<file path="config.mk">
export PLATFORM = sky130hd
export DESIGN_NAME = maxpool_layer
export DESIGN_NICKNAME = d
export VERILOG_FILES = /design/src/rtl/maxpool_layer.sv
export SDC_FILE = /design/constraint.sdc
export NUM_CORES = 1
export LEC_CHECK = 0
export BUFFER_PORTS_ARGS = -buffer_cell sky130_fd_sc_hd__buf_4
export CAP_MARGIN = 20
export CORE_UTILIZATION = 30
export CTS_CLUSTER_DIAMETER = 120
export DETAILED_ROUTE_END_ITERATION = 6
export SYNTH_ARGS = -nofsm -noshare
export SYNTH_HDL_FRONTEND = slang
export SYNTH_SLANG_ARGS = --single-unit
</file>
<file path="constraint.sdc">
create_clock -name clk -period 3.84 [get_ports clk]
set_input_delay 0.192 -clock clk [delete_from_list [all_inputs] [get_ports clk]]
set_output_delay 0.192 -clock clk [all_outputs]
set_load 0.05 [all_outputs]
</file>
<file path="src/rtl/maxpool_layer.sv">
// Max-pools each non-overlapping POOL_DIM x POOL_DIM window of the conv output into a local buffer.
// Latency 2*POOL_DIM^2+1 cycles per output; src_valid only gates the start, never stalls a pass.
module maxpool_layer #(
    parameter int NUM_CHANNELS = 1,
    parameter int INPUT_DIM    = 4,
    parameter int POOL_DIM     = 2,
    parameter int OUTPUT_DIM   = INPUT_DIM / POOL_DIM,
    parameter int DATA_SIZE    = 64
) (
    input  logic                 clk,
    input  logic                 rst_n,
    input  logic                 start,
    input  logic                 src_valid,
    output logic [15:0]          src_idx_e,
    output logic [15:0]          src_idx_y,
    output logic [15:0]          src_idx_x,
    input  logic [DATA_SIZE-1:0] src_data,
    input  logic [15:0]          rd_idx_e,
    input  logic [15:0]          rd_idx_y,
    input  logic [15:0]          rd_idx_x,
    output logic [DATA_SIZE-1:0] rd_data,
    output logic                 busy,
    output logic                 done
);
    localparam int NUM_OUT = NUM_CHANNELS * OUTPUT_DIM * OUTPUT_DIM;
    localparam int ODSQ    = OUTPUT_DIM * OUTPUT_DIM;
    localparam int AW      = (NUM_OUT > 1) ? $clog2(NUM_OUT) : 1;
    localparam int EXP_W   = (DATA_SIZE == 32) ? 8 : 11;
    localparam int MAN_W   = DATA_SIZE - 1 - EXP_W;

    localparam logic [15:0] K_LAST = 16'(POOL_DIM - 1);
    localparam logic [15:0] O_LAST = 16'(OUTPUT_DIM - 1);
    localparam logic [15:0] C_LAST = 16'(NUM_CHANNELS - 1);
    localparam logic [15:0] POOL16 = 16'(POOL_DIM);
    localparam logic [15:0] OD16   = 16'(OUTPUT_DIM);
    localparam logic [15:0] NC16   = 16'(NUM_CHANNELS);

    typedef enum logic [2:0] {IDLE, ISSUE, ACCUM, WRITE, DONE} state_t;

    // Strict IEEE greater-than on raw bits: NaN on either side and +0/-0 compare false.
    function automatic logic fp_gt(input logic [DATA_SIZE-1:0] a, input logic [DATA_SIZE-1:0] b);
        logic a_nan;
        logic b_nan;
        logic [DATA_SIZE-2:0] am;
        logic [DATA_SIZE-2:0] bm;
        am    = a[DATA_SIZE-2:0];
        bm    = b[DATA_SIZE-2:0];
        a_nan = (&a[DATA_SIZE-2 -: EXP_W]) && (|a[MAN_W-1:0]);
        b_nan = (&b[DATA_SIZE-2 -: EXP_W]) && (|b[MAN_W-1:0]);
        fp_gt = 1'b0;
        if (a_nan || b_nan)
            fp_gt = 1'b0;
        else if ((am == '0) && (bm == '0))
            fp_gt = 1'b0;
        else if (!a[DATA_SIZE-1] && b[DATA_SIZE-1])
            fp_gt = 1'b1;
        else if (a[DATA_SIZE-1] && !b[DATA_SIZE-1])
            fp_gt = 1'b0;
        else if (!a[DATA_SIZE-1])
            fp_gt = (am > bm);
        else
            fp_gt = (am < bm);
    endfunction

    state_t               state_q, state_d;
    logic [15:0]          ch_q, ch_d, oy_q, oy_d, ox_q, ox_d, ky_q, ky_d, kx_q, kx_d;
    logic [DATA_SIZE-1:0] acc_q, acc_d;
    logic [15:0]          idx_e_q, idx_y_q, idx_x_q;
    logic                 busy_q, busy_d, done_q, done_d;
    logic [DATA_SIZE-1:0] pool_q [NUM_OUT];
    logic                 win_last, out_last;
    logic [AW-1:0]        wr_addr, rd_addr;
    logic                 rd_hit;

    assign win_last = (ky_q == K_LAST) && (kx_q == K_LAST);
    assign out_last = (ch_q == C_LAST) && (oy_q == O_LAST) && (ox_q == O_LAST);

    always_ff @(posedge clk or negedge rst_n) begin
        if (!rst_n) begin
            state_q <= IDLE;
            ch_q    <= '0;
            oy_q    <= '0;
            ox_q    <= '0;
            ky_q    <= '0;
            kx_q    <= '0;
            acc_q   <= '0;
            idx_e_q <= '0;
            idx_y_q <= '0;
            idx_x_q <= '0;
            busy_q  <= 1'b0;
            done_q  <= 1'b0;
        end else begin
            state_q <= state_d;
            ch_q    <= ch_d;
            oy_q    <= oy_d;
            ox_q    <= ox_d;
            ky_q    <= ky_d;
            kx_q    <= kx_d;
            acc_q   <= acc_d;
            busy_q  <= busy_d;
            done_q  <= done_d;
            if (state_q == ISSUE) begin
                idx_e_q <= src_idx_e;
                idx_y_q <= src_idx_y;
                idx_x_q <= src_idx_x;
            end
        end
    end

    always_comb begin
        state_d = state_q;
        case (state_q)
            IDLE:    if (start && src_valid) state_d = ISSUE;
            ISSUE:   state_d = ACCUM;
            ACCUM:   state_d = win_last ? WRITE : ISSUE;
            WRITE:   state_d = out_last ? DONE : ISSUE;
            DONE:    if (start) state_d = IDLE;
            default: state_d = IDLE;
        endcase
    end

    always_comb begin
        ch_d  = ch_q;
        oy_d  = oy_q;
        ox_d  = ox_q;
        ky_d  = ky_q;
        kx_d  = kx_q;
        acc_d = acc_q;
        case (state_q)
            IDLE: begin
                if (state_d == ISSUE) begin
                    ch_d = '0;
                    oy_d = '0;
                    ox_d = '0;
                    ky_d = '0;
                    kx_d = '0;
                end
            end
            ACCUM: begin
                // First element is a plain load so all-negative windows pool correctly.
                if (((ky_q == '0) && (kx_q == '0)) || fp_gt(src_data, acc_q))
                    acc_d = src_data;
                if (kx_q == K_LAST) begin
                    kx_d = '0;
                    ky_d = (ky_q == K_LAST) ? 16'd0 : ky_q + 16'd1;
                end else begin
                    kx_d = kx_q + 16'd1;
                end
            end
            WRITE: begin
                if (ox_q == O_LAST) begin
                    ox_d = '0;
                    if (oy_q == O_LAST) begin
                        oy_d = '0;
                        ch_d = (ch_q == C_LAST) ? 16'd0 : ch_q + 16'd1;
                    end else begin
                        oy_d = oy_q + 16'd1;
                    end
                end else begin
                    ox_d = ox_q + 16'd1;
                end
            end
            default: ;
        endcase
    end

    always_comb begin
        busy_d    = (state_d == ISSUE) || (state_d == ACCUM) || (state_d == WRITE);
        done_d    = (state_q == DONE) && (state_d == DONE);
        src_idx_e = idx_e_q;
        src_idx_y = idx_y_q;
        src_idx_x = idx_x_q;
        if (state_q == ISSUE) begin
            src_idx_e = ch_q;
            src_idx_y = oy_q * POOL16 + ky_q;
            src_idx_x = ox_q * POOL16 + kx_q;
        end
    end

    assign busy = busy_q;
    assign done = done_q;

    assign wr_addr = AW'({16'd0, ch_q} * ODSQ + {16'd0, oy_q} * OUTPUT_DIM + {16'd0, ox_q});
    assign rd_addr = AW'({16'd0, rd_idx_e} * ODSQ + {16'd0, rd_idx_y} * OUTPUT_DIM + {16'd0, rd_idx_x});
    assign rd_hit  = (rd_idx_e < NC16) && (rd_idx_y < OD16) && (rd_idx_x < OD16);
    assign rd_data = rd_hit ? pool_q[rd_addr] : '0;

    always_ff @(posedge clk or negedge rst_n) begin
        if (!rst_n) begin
            for (int i = 0; i < NUM_OUT; i++) pool_q[i] <= '0;
        end else if (state_q == WRITE) begin
            pool_q[wr_addr] <= acc_q;
        end
    end
endmodule

</file>
==> results.md <==
Outcome:
- The run finished with clean final reports.

Synth:
- By count the netlist is led by sky130_fd_sc_hd__dfrtp_1 (453), sky130_fd_sc_hd__o21ai_0 (280), sky130_fd_sc_hd__nand2_1 (272).
- In the synthesized netlist the async set-or-reset flop fraction comes to 100%.
- After synthesis the cells add up to 0.0236 mm2.
- The synthesized netlist contains 60 unique library cells.
- The library cell with the highest instance count after synthesis is sky130_fd_sc_hd__dfrtp_1.
- The number of synthesized flops with an enable pin is 0.
- The sequential fraction of the synthesis area is 48.1%.
- The share of Yosys cell area claimed by the top area cell type is 48.1%.
- The post-synth net total is ~2400.
- The synthesized area per cell is ~11 um2.
- By area the synthesized netlist is led by sky130_fd_sc_hd__dfrtp_1 (48%), sky130_fd_sc_hd__mux2_2 (8.2%), sky130_fd_sc_hd__mux4_2 (6.1%).
- Synthesis produced 2130 cells.
- The number of register bits inferred by synthesis is 453.
- The count of yosys warnings during synthesis is 0.
- The synthesized design spends more area on one cell type than any other, namely sky130_fd_sc_hd__dfrtp_1.
- In the synthesized netlist the dominant register cell turns out to be sky130_fd_sc_hd__dfrtp_1.

Final layout:
- The layout has 7566 filler cells.
- The post-route netlist has between 20% and 30% of its cells at a drive strength greater than 1.
- For this run, the number of standard cells in the final layout without fillers is between 3000 and 4000.
- For this run, the share of the core covered by cells in the final layout is 37.6%.
- The final layout net count is roughly 2600.
- The register cell area after layout is 0.0113 mm2.
- The synthesis-to-layout area growth is 23.7%.
- In the final layout, the multi-input gates occupy 0.0115 mm2.

Worst setup path:
- The worst setup path is launched from a flip-flop.
- The critical path capture point type is an output port.
- The delay contributed by the slowest stage of the critical path is 470 ps.
- The critical path start-end classification is reg2out.
- Along the worst path, the maximum fanout reaches 6.
- The cell with the largest stage delay on the worst path is sky130_fd_sc_hd__dfrtp_1.
- Traced cell by cell, the critical path runs through inv_1, fa_1, nor2b_1, o31a_1, o211ai_1, a21oi_1, nor3b_1, o31ai_2, xnor2_1, o21ai_1, buf_4.
- STA puts the critical path data arrival time at 3470 ps.
- The required time reported for the critical path endpoint is 3650 ps.

Floorplanning:
- The die footprint is 0.0797 mm2.
- The placeable core region is between 0.07 and 0.08 mm2.
- Measured along the x axis, the die boundary spans 282 um.
- 230 I/O pins were placed.
- The initialized floorplan defines 102 standard-cell rows.
- The height of the die is approximately 280 um.
- The initial cell density of the core is 30.4%.

Clock tree:
- At the later pin of the worst-skew pair, clock insertion delay measures about 610 ps.
- The number of H-tree branching levels is 2.
- The clock tree from TritonCTS is done.
- The maximum clock insertion buffer count is 3.
- Clock-pin slew was measured on the worst setup and hold paths at 70 ps.
- Once the clock tree was built, the setup fixing pass inserted 0 buffers.
- CTS placed an instance of sky130_fd_sc_hd__clkbuf_16 at the clock tree root.
- The TritonCTS sink count is 453.
- The number of buffers inserted during clock tree synthesis is 51.

Routing:
- The wire length per cell after detailed routing is between 15 and 20 um.
- The detailed-route via count is approximately 18000.
- The first TritonRoute pass finished after 5 iterations.
- Once detail routing completed, the nets flagged for antenna violations numbered 0.
- Using the TritonRoute via totals, the vias-per-cell ratio works out to 5.07.
- For this block, the initial DRC count from the detailed router was 1172.
- The count of unresolved DRC violations after routing is 0.
- The total length of routed wires is 66.0 mm.

Timing:
- The final hold slack is 206 ps.
- The final period utilization is 95.3%.
- Setup violations remaining at the end of the flow were counted as 0.
- For the pin with the worst max-slew slack, the measured transition is 939 ps.
- The headroom to the max-slew limit is 37.4%.
- The hold violation count in the final report is 0.
- Derived from the worst setup path, the maximum achievable clock frequency is 0.273 GHz.
- The final count of pins violating max slew came to 0.
- The clock period could shrink to 3660 ps.
- Setup slack on the critical path of the routed design comes to 181 ps.
- The setup skew after layout is 41.7 ps.

GRT:
- The met1 track utilization from global routing is 21.2%.
- The global-route met3 utilization is 2.59%.
- The total global routing overflow is 0.
- The initial antenna violation count is 2.
- The maximum number of pins on one net before global-route repair is 127.
- Global routing consumed, on the met2 layer, around 29% of the routing resources.
- The first global-routing pass estimated a little over 100 mm of wire.
- The total global-route track usage is 16.4%.
- The via count of the first global-routing pass is 18230.
- The most utilized layer in the global route result is met2.

Placement:
- The routability congestion estimate is 0.827.
- The quantity of I/O buffers inserted on ports is between 200 and 250.
- At the placement stage, the worst setup path has a slack of 54.2 ps.
- Counting tap cells, the placed design contains a total of 3342 instances.
- The placed wire-length estimate after detailed placement is 45.5 mm.

Power and ir drop:
- The power per cell area is between 400 and 500 mW/mm2.
- The total power draw is 0.0141 W.
- For this design the static power due to leakage is around 13 nW.
- The worst vdd rail ir drop is roughly 0.36 mV.

Job:
- The tool flagged a number of max-cap violations equal to 0.

Hold path:
- The path class of the lowest-slack min-delay path is in2async.
[worst max-delay path, delay by kind of cell, from the launching register on]
kind,cells,cell delay [ps]
AO/OA/AOI/OAI,5,1120
XOR/XNOR,1,140
adder cells (fa/ha/maj),1,460
buffers and inverters,2,390
flip-flops,1,470
AND/OR/NAND/NOR,2,280
[path summary, 6_finish.rpt]
check                      cells after the start  slack, ps        from       endpoint
min                                            2        210       rst_n     pool_q[95]
max                                           11        180     ox_q[1]  src_idx_x[15]
max in group asynchronous                      3       2470       rst_n     pool_q[54]
max reg2reg                                   12        300   acc_q[56]      acc_q[60]
min in group clk                               5        220   src_valid        ox_q[0]
min reg2reg                                    2        470  idx_x_q[7]     idx_x_q[7]
[registers in the layout, summed over array words and instances, names as in the netlist]
name	flops
ch_q	16
kx_q	16
idx_e_q	16
pool_q	256
ky_q	16
done	1
acc_q	64
oy_q	16
idx_x_q	16
ox_q	16
state_q	3
busy	1
idx_y_q	16
[logic make-up after synthesis]
logic type      after synthesis  share of synthesized area, %
flops                       453                          48.1
xor+xnor                     44                          1.64
simple gates                633                          13.1
mux                         298                          18.2
compound gates              416                          9.88
fa+ha+maj                   105                          5.64
buf+inv                     181                          3.34
[cell usage in the layout, fill, tap and decap left out, drive strengths merged, types with 34 or more instances in the layout]
cell	synthesis	layout
nand3	34	34
o21ai	280	280
nand4	41	41
a21oi	53	53
clkbuf	72	72
nor2b	68	68
dlygate4sd3	0	66
mux2	232	232
mux4	64	64
ha	103	103
buf	21	265
nor4	61	61
dfrtp	453	453
xor2	35	35
inv	88	89
nor2	67	67
nand2	273	273
[stage by stage]
stage          TNS, ps  cell area [um2]
2_1_floorplan        0            23600
3_3_place_gp         0            26600
3_5_place_dp         0            26600
4_1_cts              0            29100
5_1_grt          -15.1            29100
6_report             0            29100
[where the power goes]
part           leakage (nW)  total [W]  switching, W  internal (W)
Clock                 0.906    0.00530       0.00207       0.00323
Sequential             5.51    0.00626      0.000587       0.00567
Combinational          6.77    0.00256       0.00109       0.00147
[cell type report]
| type | instances | share of cell area (%) |
|---|---|---|
| multi-input cells | 1496 | 39.5 |
| flip-flops and latches | 453 | 38.9 |
| repair buffers | 331 | 9.55 |
| clock buffers | 72 | 5.20 |
| well taps | 1040 | 4.46 |
| clock inverters | 23 | 1.18 |
| inverters | 88 | 1.13 |
| diodes | 3 | 0.0258 |
[per-layer routing]
layer	wire, um	up-vias
met5	13	-
met4	1210	2
met3	3130	84
met2	32800	438
met1	28800	8997
li1	-	8255
[timing repair]
item / in CTS / in global routing
endpoints found under the hold margin: 167 / 0
hold buffers: 66 / 0
setup endpoints to repair: 3 / 67
gates resized for setup: 4 / 8
Power figures use the tool's default switching activity.
